File: src/rtl/svc_rv_demo_pkg.sv
// Shared types and constants for the RISC-V demo run controller.
package svc_rv_demo_pkg;

    typedef enum logic [2:0] {
        ST_IDLE,
        ST_HOLD,
        ST_RUN,
        ST_DONE,
        ST_TIMEOUT
    } state_e;

    // Byte distance between consecutive mailbox words.
    localparam int MAILBOX_STRIDE = 4;

endpackage

File: src/rtl/svc_rv_demo_mailbox.sv
// Result mailbox: byte-strobed capture of io-bus writes into NUM_RESULTS
// words, per-word written flags, and a registered read port.
module svc_rv_demo_mailbox
    import svc_rv_demo_pkg::*;
#(
    parameter int              XLEN         = 32,
    parameter int              NUM_RESULTS  = 4,
    parameter logic [XLEN-1:0] MAILBOX_BASE = 32'h0000_0100,
    localparam int             IDX_W        = (NUM_RESULTS > 1) ? $clog2(NUM_RESULTS) : 1
) (
    input  logic                   clk,
    input  logic                   rst,
    input  logic                   clr_i,
    input  logic                   cap_en_i,
    input  logic                   io_wen_i,
    input  logic [XLEN-1:0]        io_waddr_i,
    input  logic [XLEN-1:0]        io_wdata_i,
    input  logic [XLEN/8-1:0]      io_wstrb_i,
    input  logic [IDX_W-1:0]       rd_idx_i,
    output logic [XLEN-1:0]        rd_data_o,
    output logic [NUM_RESULTS-1:0] valid_o,
    output logic [XLEN-1:0]        word0_d_o,
    output logic                   valid0_d_o
);

    localparam logic [XLEN-1:0] SPAN = XLEN'(MAILBOX_STRIDE * NUM_RESULTS);

    logic [NUM_RESULTS-1:0][XLEN-1:0] mem_q, mem_d;
    logic [NUM_RESULTS-1:0]           valid_q, valid_d;
    logic [XLEN-1:0]                  rd_q, rd_d;
    logic [XLEN-1:0]                  off;
    logic                             hit;

    // Address decode and byte merge; clear has priority over capture.
    always_comb begin
        off     = io_waddr_i - MAILBOX_BASE;
        hit     = cap_en_i && io_wen_i && (io_waddr_i[1:0] == 2'b00) &&
                  (io_waddr_i >= MAILBOX_BASE) && (off < SPAN);
        mem_d   = mem_q;
        valid_d = valid_q;
        if (clr_i) begin
            mem_d   = '0;
            valid_d = '0;
        end else if (hit) begin
            for (int w = 0; w < NUM_RESULTS; w++) begin
                if (off[XLEN-1:2] == (XLEN-2)'(w)) begin
                    valid_d[w] = 1'b1;
                    for (int b = 0; b < XLEN/8; b++) begin
                        if (io_wstrb_i[b]) mem_d[w][8*b +: 8] = io_wdata_i[8*b +: 8];
                    end
                end
            end
        end
    end

    // Read mux from current contents, so a same-cycle write returns old data.
    always_comb begin
        rd_d = '0;
        if (int'(rd_idx_i) < NUM_RESULTS) rd_d = mem_q[rd_idx_i];
    end

    // Mailbox storage and read register.
    always_ff @(posedge clk) begin
        if (rst) begin
            mem_q   <= '0;
            valid_q <= '0;
            rd_q    <= '0;
        end else begin
            mem_q   <= mem_d;
            valid_q <= valid_d;
            rd_q    <= rd_d;
        end
    end

    assign rd_data_o  = rd_q;
    assign valid_o    = valid_q;
    assign word0_d_o  = mem_d[0];
    assign valid0_d_o = valid_d[0];

endmodule

File: src/rtl/svc_rv_demo_runner.sv
// Demo run controller: sequences SoC reset, counts RUN cycles to ebreak,
// enforces a watchdog and reports mailbox results with a pass flag.
module svc_rv_demo_runner
    import svc_rv_demo_pkg::*;
#(
    parameter int              XLEN         = 32,
    parameter int              NUM_RESULTS  = 4,
    parameter logic [XLEN-1:0] MAILBOX_BASE = 32'h0000_0100,
    parameter int              CYCLE_W      = 32,
    parameter int              TIMEOUT      = 100000,
    parameter int              RST_HOLD     = 4,
    parameter logic [XLEN-1:0] EXPECT0      = 32'h0,
    localparam int             IDX_W        = (NUM_RESULTS > 1) ? $clog2(NUM_RESULTS) : 1
) (
    input  logic                   clk,
    input  logic                   rst,
    input  logic                   start_i,
    output logic                   soc_rst_n_o,
    input  logic                   soc_ebreak_i,
    input  logic                   io_wen_i,
    input  logic [XLEN-1:0]        io_waddr_i,
    input  logic [XLEN-1:0]        io_wdata_i,
    input  logic [XLEN/8-1:0]      io_wstrb_i,
    output logic                   busy_o,
    output logic                   done_o,
    output logic                   timeout_o,
    output logic                   pass_o,
    output logic [CYCLE_W-1:0]     cycles_o,
    output logic [NUM_RESULTS-1:0] result_valid_o,
    input  logic [IDX_W-1:0]       rd_idx_i,
    output logic [XLEN-1:0]        rd_data_o
);

    localparam int HOLD_W = (RST_HOLD > 1) ? $clog2(RST_HOLD) : 1;

    state_e             state_q, state_d;
    logic [HOLD_W-1:0]  hold_q, hold_d;
    logic [CYCLE_W-1:0] cycles_q, cycles_d, cyc_inc;
    logic               pass_q;
    logic               clr, wd_hit;
    logic [XLEN-1:0]    word0_d;
    logic               valid0_d;

    // State, hold counter and cycle counter registers.
    always_ff @(posedge clk) begin
        if (rst) begin
            state_q  <= ST_IDLE;
            hold_q   <= '0;
            cycles_q <= '0;
        end else begin
            state_q  <= state_d;
            hold_q   <= hold_d;
            cycles_q <= cycles_d;
        end
    end

    // Next-state logic; ebreak takes priority over the watchdog.
    always_comb begin
        cyc_inc  = (cycles_q == '1) ? cycles_q : cycles_q + 1'b1;
        wd_hit   = (TIMEOUT != 0) && (cycles_q == CYCLE_W'(TIMEOUT - 1));
        clr      = 1'b0;
        state_d  = state_q;
        hold_d   = hold_q;
        cycles_d = cycles_q;
        case (state_q)
            ST_IDLE, ST_DONE, ST_TIMEOUT: begin
                if (start_i) begin
                    clr      = 1'b1;
                    state_d  = ST_HOLD;
                    hold_d   = '0;
                    cycles_d = '0;
                end
            end
            ST_HOLD: begin
                if (hold_q == HOLD_W'(RST_HOLD - 1)) state_d = ST_RUN;
                else                                 hold_d  = hold_q + 1'b1;
            end
            ST_RUN: begin
                if (soc_ebreak_i) begin
                    state_d  = ST_DONE;
                    cycles_d = cyc_inc;
                end else if (wd_hit) begin
                    state_d  = ST_TIMEOUT;
                end else begin
                    cycles_d = cyc_inc;
                end
            end
            default: state_d = ST_IDLE;
        endcase
    end

    // State-decoded outputs; the SoC only leaves reset while running.
    always_comb begin
        soc_rst_n_o = (state_q == ST_RUN);
        busy_o      = (state_q == ST_HOLD) || (state_q == ST_RUN);
        done_o      = (state_q == ST_DONE);
        timeout_o   = (state_q == ST_TIMEOUT);
    end

    // Pass looks at next-cycle mailbox contents so a write coinciding with
    // ebreak is reflected from the first DONE cycle.
    always_ff @(posedge clk) begin
        if (rst) pass_q <= 1'b0;
        else     pass_q <= (state_d == ST_DONE) && valid0_d && (word0_d == EXPECT0);
    end

    assign pass_o   = pass_q;
    assign cycles_o = cycles_q;

    svc_rv_demo_mailbox #(
        .XLEN        (XLEN),
        .NUM_RESULTS (NUM_RESULTS),
        .MAILBOX_BASE(MAILBOX_BASE)
    ) u_mailbox (
        .clk       (clk),
        .rst       (rst),
        .clr_i     (clr),
        .cap_en_i  (state_q == ST_RUN),
        .io_wen_i  (io_wen_i),
        .io_waddr_i(io_waddr_i),
        .io_wdata_i(io_wdata_i),
        .io_wstrb_i(io_wstrb_i),
        .rd_idx_i  (rd_idx_i),
        .rd_data_o (rd_data_o),
        .valid_o   (result_valid_o),
        .word0_d_o (word0_d),
        .valid0_d_o(valid0_d)
    );

endmodule

File: config.mk
export PLATFORM = sky130hd
export DESIGN_NAME = svc_rv_demo_runner
export DESIGN_NICKNAME = d
export VERILOG_FILES = /design/src/rtl/svc_rv_demo_pkg.sv /design/src/rtl/svc_rv_demo_mailbox.sv /design/src/rtl/svc_rv_demo_runner.sv
export SDC_FILE = /design/constraint.sdc
export NUM_CORES = 1
export LEC_CHECK = 0
export CAP_MARGIN = 10
export CORE_MARGIN = 2
export CORE_UTILIZATION = 40
export DETAILED_ROUTE_END_ITERATION = 10
export GPL_ROUTABILITY_DRIVEN = 1
export PLACE_DENSITY = 0.67
export RECOVER_POWER = 25
export SYNTH_ARGS = -nofsm -noshare
export SYNTH_HDL_FRONTEND = slang
export SYNTH_SLANG_ARGS = --single-unit
File: constraint.sdc
create_clock -name clk -period 10.3 [get_ports clk]
set_input_delay 2.06 -clock clk [delete_from_list [all_inputs] [get_ports clk]]
set_output_delay 2.06 -clock clk [all_outputs]
set_load 0.005 [all_outputs]
== Yosys cells after proc, flatten, opt, wreduce, memory -nomap -nowiden ==
Cells that the tools add are included.
Word-level totals
  bits in writable memories: 0
  latch bits: 0
  ROM bits: 0
  register bits after elaboration: 202
  output and inout port bits: 73
  memories: 0
Operators by class
  multipliers: 0
  $add $sub $neg: 3
  multiplexer cells: 27
  bitwise operators: 0
  order comparisons: 3
  divide/modulo/power cells: 0
  equality and inequality tests: 14
  shift operators: 0
  reductions and logical operators: 32
Operator list (count)
  32-bit two-way mux: 8
  32-bit binary-select mux with 2-bit select: 1
  32-bit one-hot mux with 2 select lines: 1
  30-bit by 2-bit equality test with 1-bit output, second input constant: 2
  3-bit AND reduction: 14
  32-bit by 1-bit adder with 32-bit output, second input constant: 1
  32-bit by 17-bit equality test with 1-bit output, second input constant: 1
  32-bit equality test, second input constant: 1
  32-bit by 9-bit >= comparator with 1-bit output, second input constant: 1
  32-bit logical NOT: 1
  32-bit by 5-bit less-than comparator with 1-bit output, second input constant: 1
  8-bit two-way mux: 4
  32-bit by 9-bit subtractor with 32-bit output, second input constant: 1
  30-bit by 1-bit equality test with 1-bit output, second input constant: 1
  30-bit logical NOT: 1
  3-bit two-way mux: 4
  3-bit by 2-bit equality test with 1-bit output, second input constant: 3
  3-bit one-hot mux with 3 select lines: 1
  1-bit logical AND: 6
  2-bit AND reduction: 3
  1-bit two-way mux: 5
  2-bit two-way mux: 2
  2-bit != test, second input constant: 2
  2-bit one-hot mux with 2 select lines: 1
  12 further kinds: 13

== Logic depth before layout (Yosys ltp) ==
  depth in word-level cells: 9
  depth in mapped cells: 12

== Modules after synthesis ==
From an unflattened synthesis, not the netlist that was laid out.
Unflattened totals
  cells, all modules: 987
  area total of the unflattened synthesis: 9695.5 um2
Modules (own cells, without submodules)
  svc_rv_demo_mailbox: cells an instance 731, area an instance 7626.1 um2, instances 1
  svc_rv_demo_runner: cells an instance 256, area an instance 2069.5 um2, instances 1

== Least setup slack after synthesis ==
Ideal clock, no wire load.
  kind: input -> register
  start point: input port io_waddr_i[21]
  end point: register pass_q (netlist: pass_o)
  buffers on the path: 0
  library setup time: 0.088 ns
  required time: 10.212 ns
  stages on the path: 10
  data arrival time: 5.244 ns
  slack: 4.969 ns
  cell sequence: or3_1 or4b_1 o41a_1 or4_4 nor4_4 mux2i_1 a211o_1 nor3b_2 a41oi_1 nor4_2
Between the ends
  word-level cells in the longest chain between the ends: 7
  elaborated cells between the ends (all ways): 15
Ends and longest elaborated chain
  from (decl): RTL line svc_rv_demo_runner.sv:21  | input logic [XLEN-1:0] io_waddr_i,
  32-bit by 9-bit subtractor with 32-bit output or 32-bit by 9-bit >= comparator with 1-bit output (tied branches): RTL line svc_rv_demo_mailbox.sv:36, svc_rv_demo_mailbox.sv:38
  32-bit by 5-bit less-than comparator with 1-bit output (tied with other cells): RTL line svc_rv_demo_mailbox.sv:38  | (io_waddr_i >= MAILBOX_BASE) && (off < SPAN);
  1-bit logical AND (tied with other cells): RTL line svc_rv_demo_mailbox.sv:38
  32-bit two-way mux or 1-bit two-way mux (tied branches): RTL line svc_rv_demo_mailbox.sv:44  | end else if (hit) begin
  32-bit two-way mux or 1-bit two-way mux (tied branches): RTL line svc_rv_demo_mailbox.sv:41  | if (clr_i) begin
  32-bit logical NOT or 1-bit logical AND (tied branches): RTL line svc_rv_demo_runner.sv:104  | else pass_q <= (state_d == ST_DONE) && valid0_d && (word0_d == EXPECT0);
  1-bit logical AND (*): RTL line svc_rv_demo_runner.sv:104
  to (signal assigned): RTL line svc_rv_demo_runner.sv:104
  to (decl): RTL line svc_rv_demo_runner.sv:39  | logic pass_q;
Mark *: on every way between the ends. The rest lies on a longest branch, timed or not.
A chain may end at the register's enable or synchronous reset.

== Worst setup path after layout ==
  start point: input port io_waddr_i[9]
  end point: register pass_q (netlist: pass_o)
The elaborated chain is that of the path after synthesis.

==> flow_metrics.env <==
export IMPL_outcome="finished, violations left"
export IMPL_violations="max-capacitance violations, max-slew violations"
export IMPL_maxCapViolations=1
export IMPL_r2r_slack_ns=5.71
export IMPL_worstPathArrival_ns=6.47
export IMPL_holdBufCountCts=0
export IMPL_slew_violations=33
export IMPL_antenna_found_initial=1
export IMPL_fin_setup_tns_ns=0
export IMPL_dr_pass1_iters=5
export IMPL_synth_seq_cells=202
export IMPL_synth_nets=981
export IMPL_finClkSkew_ns=0.00820
export IMPL_power_density_nw_per_um2=150
export IMPL_core_area_um2=21000
export IMPL_ir_drop_mv=0.125
export IMPL_synth_area_leaders="dfxtp_1, mux2i_1, mux4_2"
export IMPL_start_util=0.407
export IMPL_htreeDepth=1
export IMPL_multiInputGateArea_um2=4320
export IMPL_power_total_uw=1650
export IMPL_drive_above_1_share=0.0856
export IMPL_grtUsageMet1=0.252
export IMPL_yosysTopAreaCellShare=0.472
export IMPL_drt_total_wl_um=21800
export IMPL_clkSinkCount=202
export IMPL_place_inst=1286
export IMPL_hold_worst_slack_ns=0.447
export IMPL_r2r_start="state_q[1]"
export IMPL_track_usage=0.193
export IMPL_grt_use_met3=0.0367
export IMPL_min_period_ns=6.07
export IMPL_worst_path_max_fanout=11
export IMPL_crit_start="io_waddr_i[9]"
export IMPL_ios=148
export IMPL_drcViolationCount=0
export IMPL_tightest_slew_ns=2.17
export IMPL_layout_common_cells="dfxtp_1, nor2_1, nand2_1"
export IMPL_cts_inserted_buffers=23
export IMPL_worstSkewPairLatency_ns=0.50
export IMPL_synth_edf_count=0
export IMPL_setup_worst_path_end_class="register"
export IMPL_die_h_um=150
export IMPL_clockBufferDepth=3
export IMPL_syn_to_final_growth_pct=28.1
export IMPL_synthFlopType="dfxtp_1"
export IMPL_regArea_um2=4040
export IMPL_numPortBuffers=147
export IMPL_rsz0062_at_grt="false"
export IMPL_hold_viol_final=0
export IMPL_first_global_vias=6891
export IMPL_critPathLaunchType="input pin"
export IMPL_fillers=1920
export IMPL_finalCritPeriodShare=0.589
export IMPL_worst_ep_required_time_ns=10.70
export IMPL_drt_wirelength_per_cell_um=16.4
export IMPL_synth_seq_area_share=0.472
export IMPL_instances_no_fill=1327
export IMPL_vias_per_cell=5.25
export IMPL_yosysTopAreaCell="dfxtp_1"
export IMPL_grt_busiest_layer="met2"
export IMPL_core_rowCount=53
export IMPL_via_count=6962
export IMPL_hp_class="register to register"
export IMPL_rr_worst_depth=10
export IMPL_cts_setup_buffers=0
export IMPL_drt_initial_drc_count=366
export IMPL_ant_nets=0
export IMPL_syn_inst=904
export IMPL_grt_max_degree=107
export IMPL_cts_root_buf="clkbuf_16"
export IMPL_grt_remaining_overflow=0
export IMPL_crit_end="pass_o"
export IMPL_p_leak_uw=0.00411
export IMPL_finalSetupViolCount=0
export IMPL_die_x_um=150
export IMPL_synth_warnings=0
export IMPL_clkTransAtPathRegs_ns=0.06
export IMPL_grt_use_met2=0.322
export IMPL_die_area_um2=22600
export IMPL_cts_tree="done"
export IMPL_gp_congestion=0.859
export IMPL_fin_nets=1113
export IMPL_netlist_area_um2=8560
export IMPL_reg2reg_to="pass_o"
export IMPL_path_class="input pin to register"
export IMPL_synthDistinctLibCells=46
export IMPL_synthArstFlopShare=0
export IMPL_grt_pass1_wl_um=35100
export IMPL_final_common_cell="dfxtp_1"
export IMPL_place_hpwl_um=14800
export IMPL_avgSynthCellArea_um2=9.47
export IMPL_fmax_ghz=0.165
export IMPL_max_slew_margin=-0.445
export IMPL_post_cts_resized=0
## cells by family after synthesis
family,synth area share
xor+xnor,0.0338
simple gates,0.235
mux,0.182
buf+inv,0.0235
flops,0.472
fa+ha+maj,0.00292
compound gates,0.0501
## final cells by class
type / count / share of cell area
antenna: 1 / 0.000228
clock buffer: 29 / 0.0582
clock inverter: 11 / 0.00776
inverter: 5 / 0.00171
multi-input combinational: 650 / 0.394
sequential: 202 / 0.369
tap: 275 / 0.0314
timing repair buffer: 154 / 0.138
## through the flow
step                area (um^2)  utilization  setup slack, ns
CTS                       11000        0.522             4.22
global route              11000        0.522             3.82
floorplan                  8560            -             4.97
finish                    11000        0.522             4.23
detailed placement        10200        0.487             3.73
global placement          10200        0.487             4.09
## flip-flops by register name (all words and copies together), names as in the netlist
signal               cells
cycles_o                32
hold_q                   2
pass_o                   1
state_q                  3
u_mailbox.mem_q        128
u_mailbox.rd_data_o     32
u_mailbox.valid_o        4
## power breakdown
group	switching, uW	internal, uW	total (uW)	leakage, uW
Clock	316	461	777	0.000360
Sequential	1.32	782	784	0.00163
Combinational	49.8	39.2	89.0	0.00212
Total	367	1280	1650	0.00411
## metal layers
layer,vias up,wire (um)
met2,202,10400
met3,47,1230
met1,3304,9590
li1,3407,-
met5,-,11
met4,2,580
## cell usage after synthesis, types with 5 or more instances
master and n:
inv_1 5, and2_1 9, nand2b_1 5, clkbuf_1 39, nor3_1 16, or2_2 6, nand3_1 23, nor4_1 23
buf_2 5, nand4_1 9, nor2_1 138, xor2_1 27, mux4_2 32, dfxtp_1 202, mux2i_1 84, nor2b_1 35
xnor2_1 6, a21oi_1 61, nand2_1 122, and3_1 13
## critical path, stage by stage
cell             delay (ns)
clkdlybuf4s50_1        0.43
nor4_2                 0.62
nand4b_1               0.22
mux2i_1                0.17
or4_1                  0.53
nor4_1                 0.85
nand2_1                0.60
mux2i_1                0.36
nor3b_2                0.19
a41oi_1                0.13
nor4_2                 0.30
## worst min path at each step
stage / start / to / slack [ns] / cells after the start
3_5_place_dp: u_mailbox.mem_q[99] / u_mailbox.mem_q[99] / 0.44 / 2
4_1_cts: u_mailbox.mem_q[99] / u_mailbox.mem_q[99] / 0.45 / 2
5_1_grt: u_mailbox.mem_q[116] / u_mailbox.mem_q[116] / 0.47 / 2
3_3_place_gp: u_mailbox.mem_q[96] / u_mailbox.mem_q[96] / 0.44 / 2
2_1_floorplan: u_mailbox.mem_q[100] / u_mailbox.mem_q[100] / 0.43 / 2
6_report: u_mailbox.mem_q[99] / u_mailbox.mem_q[99] / 0.45 / 2
(Power assumes the default switching activity.)
